[config.mk]
export PLATFORM = sky130hd
export DESIGN_NAME = gcd_initiator
export DESIGN_NICKNAME = d
export VERILOG_FILES = /design/src/rtl/gcd_initiator.sv
export SDC_FILE = /design/constraint.sdc
export NUM_CORES = 1
export LEC_CHECK = 0
export ABC_AREA = 1
export CORE_UTILIZATION = 26
export CTS_BUF_LIST = sky130_fd_sc_hd__clkbuf_16
export DETAILED_ROUTE_END_ITERATION = 8
export GPL_TIMING_DRIVEN = 0
export PLACE_DENSITY = 0.65
export SETUP_SLACK_MARGIN = 0.05
export SYNTH_ARGS = -nofsm -noshare
export SYNTH_HDL_FRONTEND = slang
export SYNTH_SLANG_ARGS = --single-unit
[constraint.sdc]
create_clock -name clk -period 2 [get_ports clk]
set_clock_uncertainty 0.1 [all_clocks]
set_input_delay 0.4 -clock clk [delete_from_list [all_inputs] [get_ports clk]]
set_output_delay 0.4 -clock clk [all_outputs]
set_load 0.01 [all_outputs]
[src/rtl/gcd_initiator.sv]
// Requester front end for the subtractive GCD engine: valid/ready in, start/done to engine,
// valid/ready out, zero-operand bypass and WAIT watchdog. Optional stats via GCD_INIT_STATS_EN.
module gcd_initiator #(
  parameter int N       = 32,
  parameter int TIMEOUT = 1024,
  parameter int TO_W    = 16
) (
  input  logic         clk,
  input  logic         rst,
  input  logic         in_valid,
  output logic         in_ready,
  input  logic [N-1:0] in_a,
  input  logic [N-1:0] in_b,
  output logic         out_valid,
  input  logic         out_ready,
  output logic [N-1:0] out_res,
  output logic         out_err,
  output logic         eng_start,
  output logic [N-1:0] eng_a,
  output logic [N-1:0] eng_b,
  input  logic         eng_done,
  input  logic [N-1:0] eng_res
`ifdef GCD_INIT_STATS_EN
  ,
  output logic [15:0]  stat_ops,
  output logic [15:0]  stat_tmo
`endif
);

  typedef enum logic [1:0] {S_IDLE, S_ISSUE, S_WAIT, S_RESP} state_t;

  state_t          state, nxt;
  logic [N-1:0]    op_a, op_b, res_q;
  logic            err_q;
  logic [TO_W-1:0] cnt;

  logic accept, zero_op, tmo_hit, hs;

  assign in_ready  = (state == S_IDLE) && !rst;
  assign out_valid = (state == S_RESP);
  assign eng_start = (state == S_ISSUE);
  assign eng_a     = op_a;
  assign eng_b     = op_b;
  assign out_res   = res_q;
  assign out_err   = err_q;

  assign accept  = in_valid && in_ready;
  assign zero_op = (in_a == '0) || (in_b == '0);
  assign tmo_hit = (cnt == TO_W'(TIMEOUT - 1));
  assign hs      = out_valid && out_ready;

  always_ff @(posedge clk) begin
    if (rst) state <= S_IDLE;
    else     state <= nxt;
  end

  always_comb begin
    nxt = state;
    case (state)
      S_IDLE:  if (accept) nxt = zero_op ? S_RESP : S_ISSUE;
      S_ISSUE: nxt = S_WAIT;
      S_WAIT:  if (eng_done || tmo_hit) nxt = S_RESP;
      S_RESP:  if (out_ready) nxt = S_IDLE;
      default: nxt = S_IDLE;
    endcase
  end

  // Result regs only move on entry to RESP, so they hold through backpressure.
  always_ff @(posedge clk) begin
    if (rst) begin
      op_a  <= '0;
      op_b  <= '0;
      res_q <= '0;
      err_q <= 1'b0;
      cnt   <= '0;
    end else begin
      case (state)
        S_IDLE: if (accept) begin
          op_a <= in_a;
          op_b <= in_b;
          if (zero_op) begin
            res_q <= in_a | in_b;
            err_q <= 1'b0;
          end
        end
        S_ISSUE: cnt <= '0;
        S_WAIT: begin
          cnt <= cnt + TO_W'(1);
          // done takes priority over a coincident timeout
          if (eng_done) begin
            res_q <= eng_res;
            err_q <= 1'b0;
          end else if (tmo_hit) begin
            res_q <= '0;
            err_q <= 1'b1;
          end
        end
        default: ;
      endcase
    end
  end

`ifdef GCD_INIT_STATS_EN
  always_ff @(posedge clk) begin
    if (rst) begin
      stat_ops <= '0;
      stat_tmo <= '0;
    end else if (hs) begin
      if (stat_ops != 16'hFFFF) stat_ops <= stat_ops + 16'd1;
      if (err_q && stat_tmo != 16'hFFFF) stat_tmo <= stat_tmo + 16'd1;
    end
  end
`else
  logic unused_hs;
  assign unused_hs = hs;
`endif

endmodule

Word level (Yosys, flattened, before mapping)
Index checks and enable logic that the tools add are counted.

word-level totals
  bits in registers = 115
  output and inout bits = 100
  word-level logic and storage cells = 46
  input bits = 101

operators by class
  equality and inequality tests = 9
  add/sub/neg operators = 1
  mux-type cells = 16
  reductions and logical operators = 13
  bitwise gates (word level) = 1

operators by type and width
  operator                                                                  number
  32-bit 2-to-1 mux                                                         4
  32-bit logical NOT                                                        2
  32-bit one-hot mux with 2 select lines                                    1
  32-bit OR                                                                 1
  16-bit one-hot mux with 2 select lines                                    1
  16-bit by 1-bit adder with 16-bit output (second input constant)          1
  16-bit by 10-bit equality test with 1-bit output (second input constant)  1
  2-bit 2-to-1 mux                                                          4
  2-bit one-hot mux with 4 select lines                                     1
  2-bit != test (second input constant)                                     3
  2-bit equality test (second input constant)                               2
  1-bit 2-to-1 mux                                                          4
  4-bit AND reduction                                                       1
  2-bit nonzero test                                                        2
  3-bit != test (second input constant)                                     1
  3-bit AND reduction                                                       1
  2-bit by 1-bit equality test with 1-bit output (second input constant)    1
  1-bit logical AND                                                         2
  2-bit logical NOT                                                         1
  1-bit logical OR                                                          2
  2-bit by 1-bit != test with 1-bit output (second input constant)          1
  1-bit one-hot mux with 2 select lines                                     1
  2-bit AND reduction                                                       1
  1-bit logical NOT                                                         1

Logic depth before layout (Yosys ltp)
  word-level depth = 5
  depth in mapped cells = 13
  gate-level depth less buffers = 12

Worst setup path after synthesis
No wires, ideal clock.

  path type = register -> register
  from = register state[0]
  to = register cnt[11]
  data arrival time = 1,664 ps
  library setup time = 119 ps
  data required time = 1,781 ps
  stages on the path, launching flop included = 13
  path buffers = 1
  path slack = 117 ps
  clock period less this slack = 1,883 ps
  cell sequence = dfxtp_1 > inv_1 > ha_1 > buf_4 > nand2_1 > nor2_2 > nand2_1 > nor2_2 > nand2_1 > nor2_1 > nand2_1 > o21ai_0 > a21oi_1

between the ends
  cells in the longest elaborated chain, start to end = 2
  elaborated cells on any way between the ends = 4
  classes of those cells = eq/ne (2); mux (1); reduce/logical (1)

ends and longest elaborated chain
  element                                                                                       line  RTL
  start: declaration                                                                            32    state_t state, nxt;
  start signal: assignment                                                                      54    else state <= nxt;
  2-bit equality test / 2-bit by 1-bit equality test with 1-bit output (equally long branches)  77    case (state)
  16-bit one-hot mux with 2 select lines / 2-bit nonzero test (equally long branches)           -
  end signal: assignment                                                                        88    cnt <= cnt + TO_W'(1);
  end: declaration                                                                              35    logic [TO_W-1:0] cnt;

Parallel ways exist; a longest one is shown, timed or not.
A chain may end at the register's enable or synchronous reset.

Worst setup path after layout
  from = register state[1]
  to = output eng_start

between the ends
  cells in the longest elaborated chain, start to end = 1

ends and longest elaborated chain
  element                                         line  RTL
  2-bit by 1-bit equality test with 1-bit output  41    assign eng_start = (state == S_ISSUE);
  end: declaration                                18    output logic eng_start,

No other way between the ends.

==> reports/metrics.cfg <==
[floorplanning]
die_w_um=144.0
die_height_um=144.0
start_util_pct=26.75
ios=201
dieArea_um2=20730
rows=51
core_um2=19590

[critical_path]
crit_required_ps=1500
crit_type=flop to output port
r2r_slack_ps=130
r2r_cells=12
crit_path_max_incr_delay_ps=370
cp-end-kind=output port
cp.arrival_ps=1420
cp-start-kind=flop
cp.depth=4
cp_cell_sequence=inv_4 -> buf_4 -> ha_1 -> dlygate4sd2_1
cp_slowest_cell=dfxtp_4
critical-path-top-delay-family=buffers and inverters
cp_max_fo=4
path_buf_inv=3

[detailed_routing]
wl_per_cell_um=16.38
drtIter0Drc=297
wirelength_mm=20.80
drc=0
viasPerCell=4.637
dr.pass1.iters=5
vias=5889
antenna_left=0

[placed_design]
numPortBuffers=200
pre_cts_slack_ps=-513.9
gp_congestion=0.8780
dp_hpwl_mm=15.87

[min_path]
hold_depth=3
hp-class=primary input to flop

[synth]
syn_nets=863
ys_top_cells_by_count=nand2_1 (149), nor2_1 (123), dfxtp_1 (115), nand3_1 (103), a21oi_1 (80)
synth_edf_count=0
yosysTopAreaCell=dfxtp_1
synth.area.top_cells=dfxtp_1 (44%), nand2_1 (11%), nand3_1 (9.8%)
ys_ff_latch=115
yosysMostFrequentCell=nand2_1
yosysSeqAreaShare_pct=43.94
ys.flop_type=dfxtp_1
syn_avg_cell_area_um2=6.931
syn_inst=756
synth.distinct_cells=29
ys_warn_count=0
async_flop_share_pct=0
synth.cell_area_um2=5240
synth_top_area_share_pct=43.94

[cts]
numCtsBuffers=17
clockRootBuffer=clkbuf_16
clkTransAtPathRegs_ps=60
clock_sink_count=115
cts.path.max_buffers=2
ctsHoldBuffers=0
cts_max_level=4
clk_latency_ps=420
cts_tree=done

[power]
pwr_density_cell_nw_per_um2=1252
ir_worst_vdd_mv=0.6015
swShare_pct=34.73
clkPwrFrac_pct=26.9
p_sw_mw=3.715
power_frac_seq_pct=29.8
p_leak_nw=3.597
p_int_mw=6.982
comb_power_share_pct=43.3

[global_routing]
grt_antenna_before_repair=0
grt_pass1_vias=5602
grt_max_degree=17
gr-usage-all-layers_pct=19.93
gr-total-overflow=0
grt_pass1_wl_mm=30.33

[sta]
max_slew.worst_pin.slew_ps=638.1
fin_crit_sh_pct=95.86
setup_slack_ps=82.88
fmax_mhz=521.6
hold_violations=0
rsz0062_at_grt=true
relSlewSlack_pct=57.46
drv_slew=0
period_minus_slack_ps=1917
setup_viol=0

[final_layout]
diodes=0
multiInputGateArea_um2=2608
fillCellCount=2040
seq_area_um2=2317
final_core_utilization_pct=43.62
layout-drive-gt1-share_pct=13.53
nets=1100
syn_to_final_growth_pct=63.09

[run]
maxCapViolations=0

[status]
outcome=complete, no violations

==> layout by cell type, fill, tap and decap left out, types with 2 or more instances in the layout <==
cell type          n
clkdlybuf4s50_1  190
nand2_1          141
nor2_1           113
dfxtp_1          109
nand3_1           97
a21oi_1           78
inv_1             52
o21ai_0           38
clkbuf_16         20
buf_4             19
a21oi_2           12
clkbuf_1          10
inv_2              9
nor2_2             9
nand2_2            9
buf_2              8
buf_1              7
nand4_1            7
dlymetal6s2s_1     7
buf_6              6
nor3_1             6
nor2_4             5
nand3_2            5
buf_8              5
clkinvlp_4         4
clkbuf_2           3
ha_1               3
clkinv_2           3
clkinv_1           3
dfxtp_4            3
dfxtp_2            3
clkbuf_4           2
ha_4               2
bufinv_16          2
dlygate4sd2_1      2
==> worst paths after layout <==
kind                                                 end                   start
worst max register to register  out_res[17]$_SDFFE_PP0P_     cnt[1]$_SDFFE_PP0P_
worst min register to register    eng_a[24]$_SDFFE_PP0P_  eng_a[24]$_SDFFE_PP0P_
worst min-delay path              eng_a[26]$_SDFFE_PP0P_                in_a[26]
worst max-delay path                           eng_start   state[1]$_SDFFE_PP0P_
==> cells by family after synthesis <==
| kind of cell | synth area share [%] |
|---|---|
| flip-flops | 43.94 |
| AO/OA/AOI/OAI | 13.54 |
| AND/OR/NAND/NOR | 32.19 |
| buffers and inverters | 8.906 |
| adder cells (fa/ha/maj) | 1.433 |
==> flip-flops by register name, indices dropped and copies added (netlist names) <==
register and flops:
eng_b 32, state 2, out_err 1, cnt 16, eng_a 32, out_res 32
==> what timing repair did <==
item,4_1_cts,5_1_grt
gates resized for setup,31,70
pin swaps,4,8
buffers inserted,5,11
setup endpoints to repair,67,61
gates cloned,0,3
==> layout make-up <==
| class | instances | share of cell area, % |
|---|---|---|
| multi-input cells | 536 | 30.51 |
| flip-flops and latches | 115 | 27.12 |
| repair buffers | 219 | 25.90 |
| clock buffers | 17 | 4.978 |
| well taps | 265 | 3.880 |
| plain buffers | 44 | 3.499 |
| inverters | 60 | 2.665 |
| clock inverters | 14 | 1.449 |
==> tightest hold or removal path, delay by kind of cell <==
| family | cells | cell delay [ps] |
|---|---|---|
| AND/OR/NAND/NOR | 2 | 130 |
| buffers and inverters | 1 | 170 |
==> power groups by stage <==
stage                     logic, mW  registers (mW)  clock network (mW)
after global routing           5.04            3.25                3.03
final                          4.63            3.19                2.88
after floorplan                1.90            3.44                   0
after detailed placement       4.05            3.22                   0
after CTS                      4.17            3.19                2.92
after global placement         4.04            3.21                   0
==> layer usage <==
metal | up-vias | global-route usage [%] | wire length (um)
met1 | 2721 | 23.96 | 9037
met3 | 21 | 6.165 | 1905
li1 | 2937 | - | -
met2 | 210 | 33.38 | 9581
met4 | 0 | 6.775 | 273
met5 | - | 0 | 0
==> stage by stage <==
step	cells	setup TNS (ps)	cell area, um2	hold slack [ps]	power (mW)
after floorplan	756	0	5240	343.4	5.334
after global placement	1221	-26860	7574	352.0	7.250
after detailed placement	1221	-27330	7574	356.8	7.276
after CTS	1256	0	8210	364.0	10.28
after global routing	1270	0	8546	240.1	11.32
final	1270	0	8546	222.7	10.70
(Power assumes the default switching activity.)
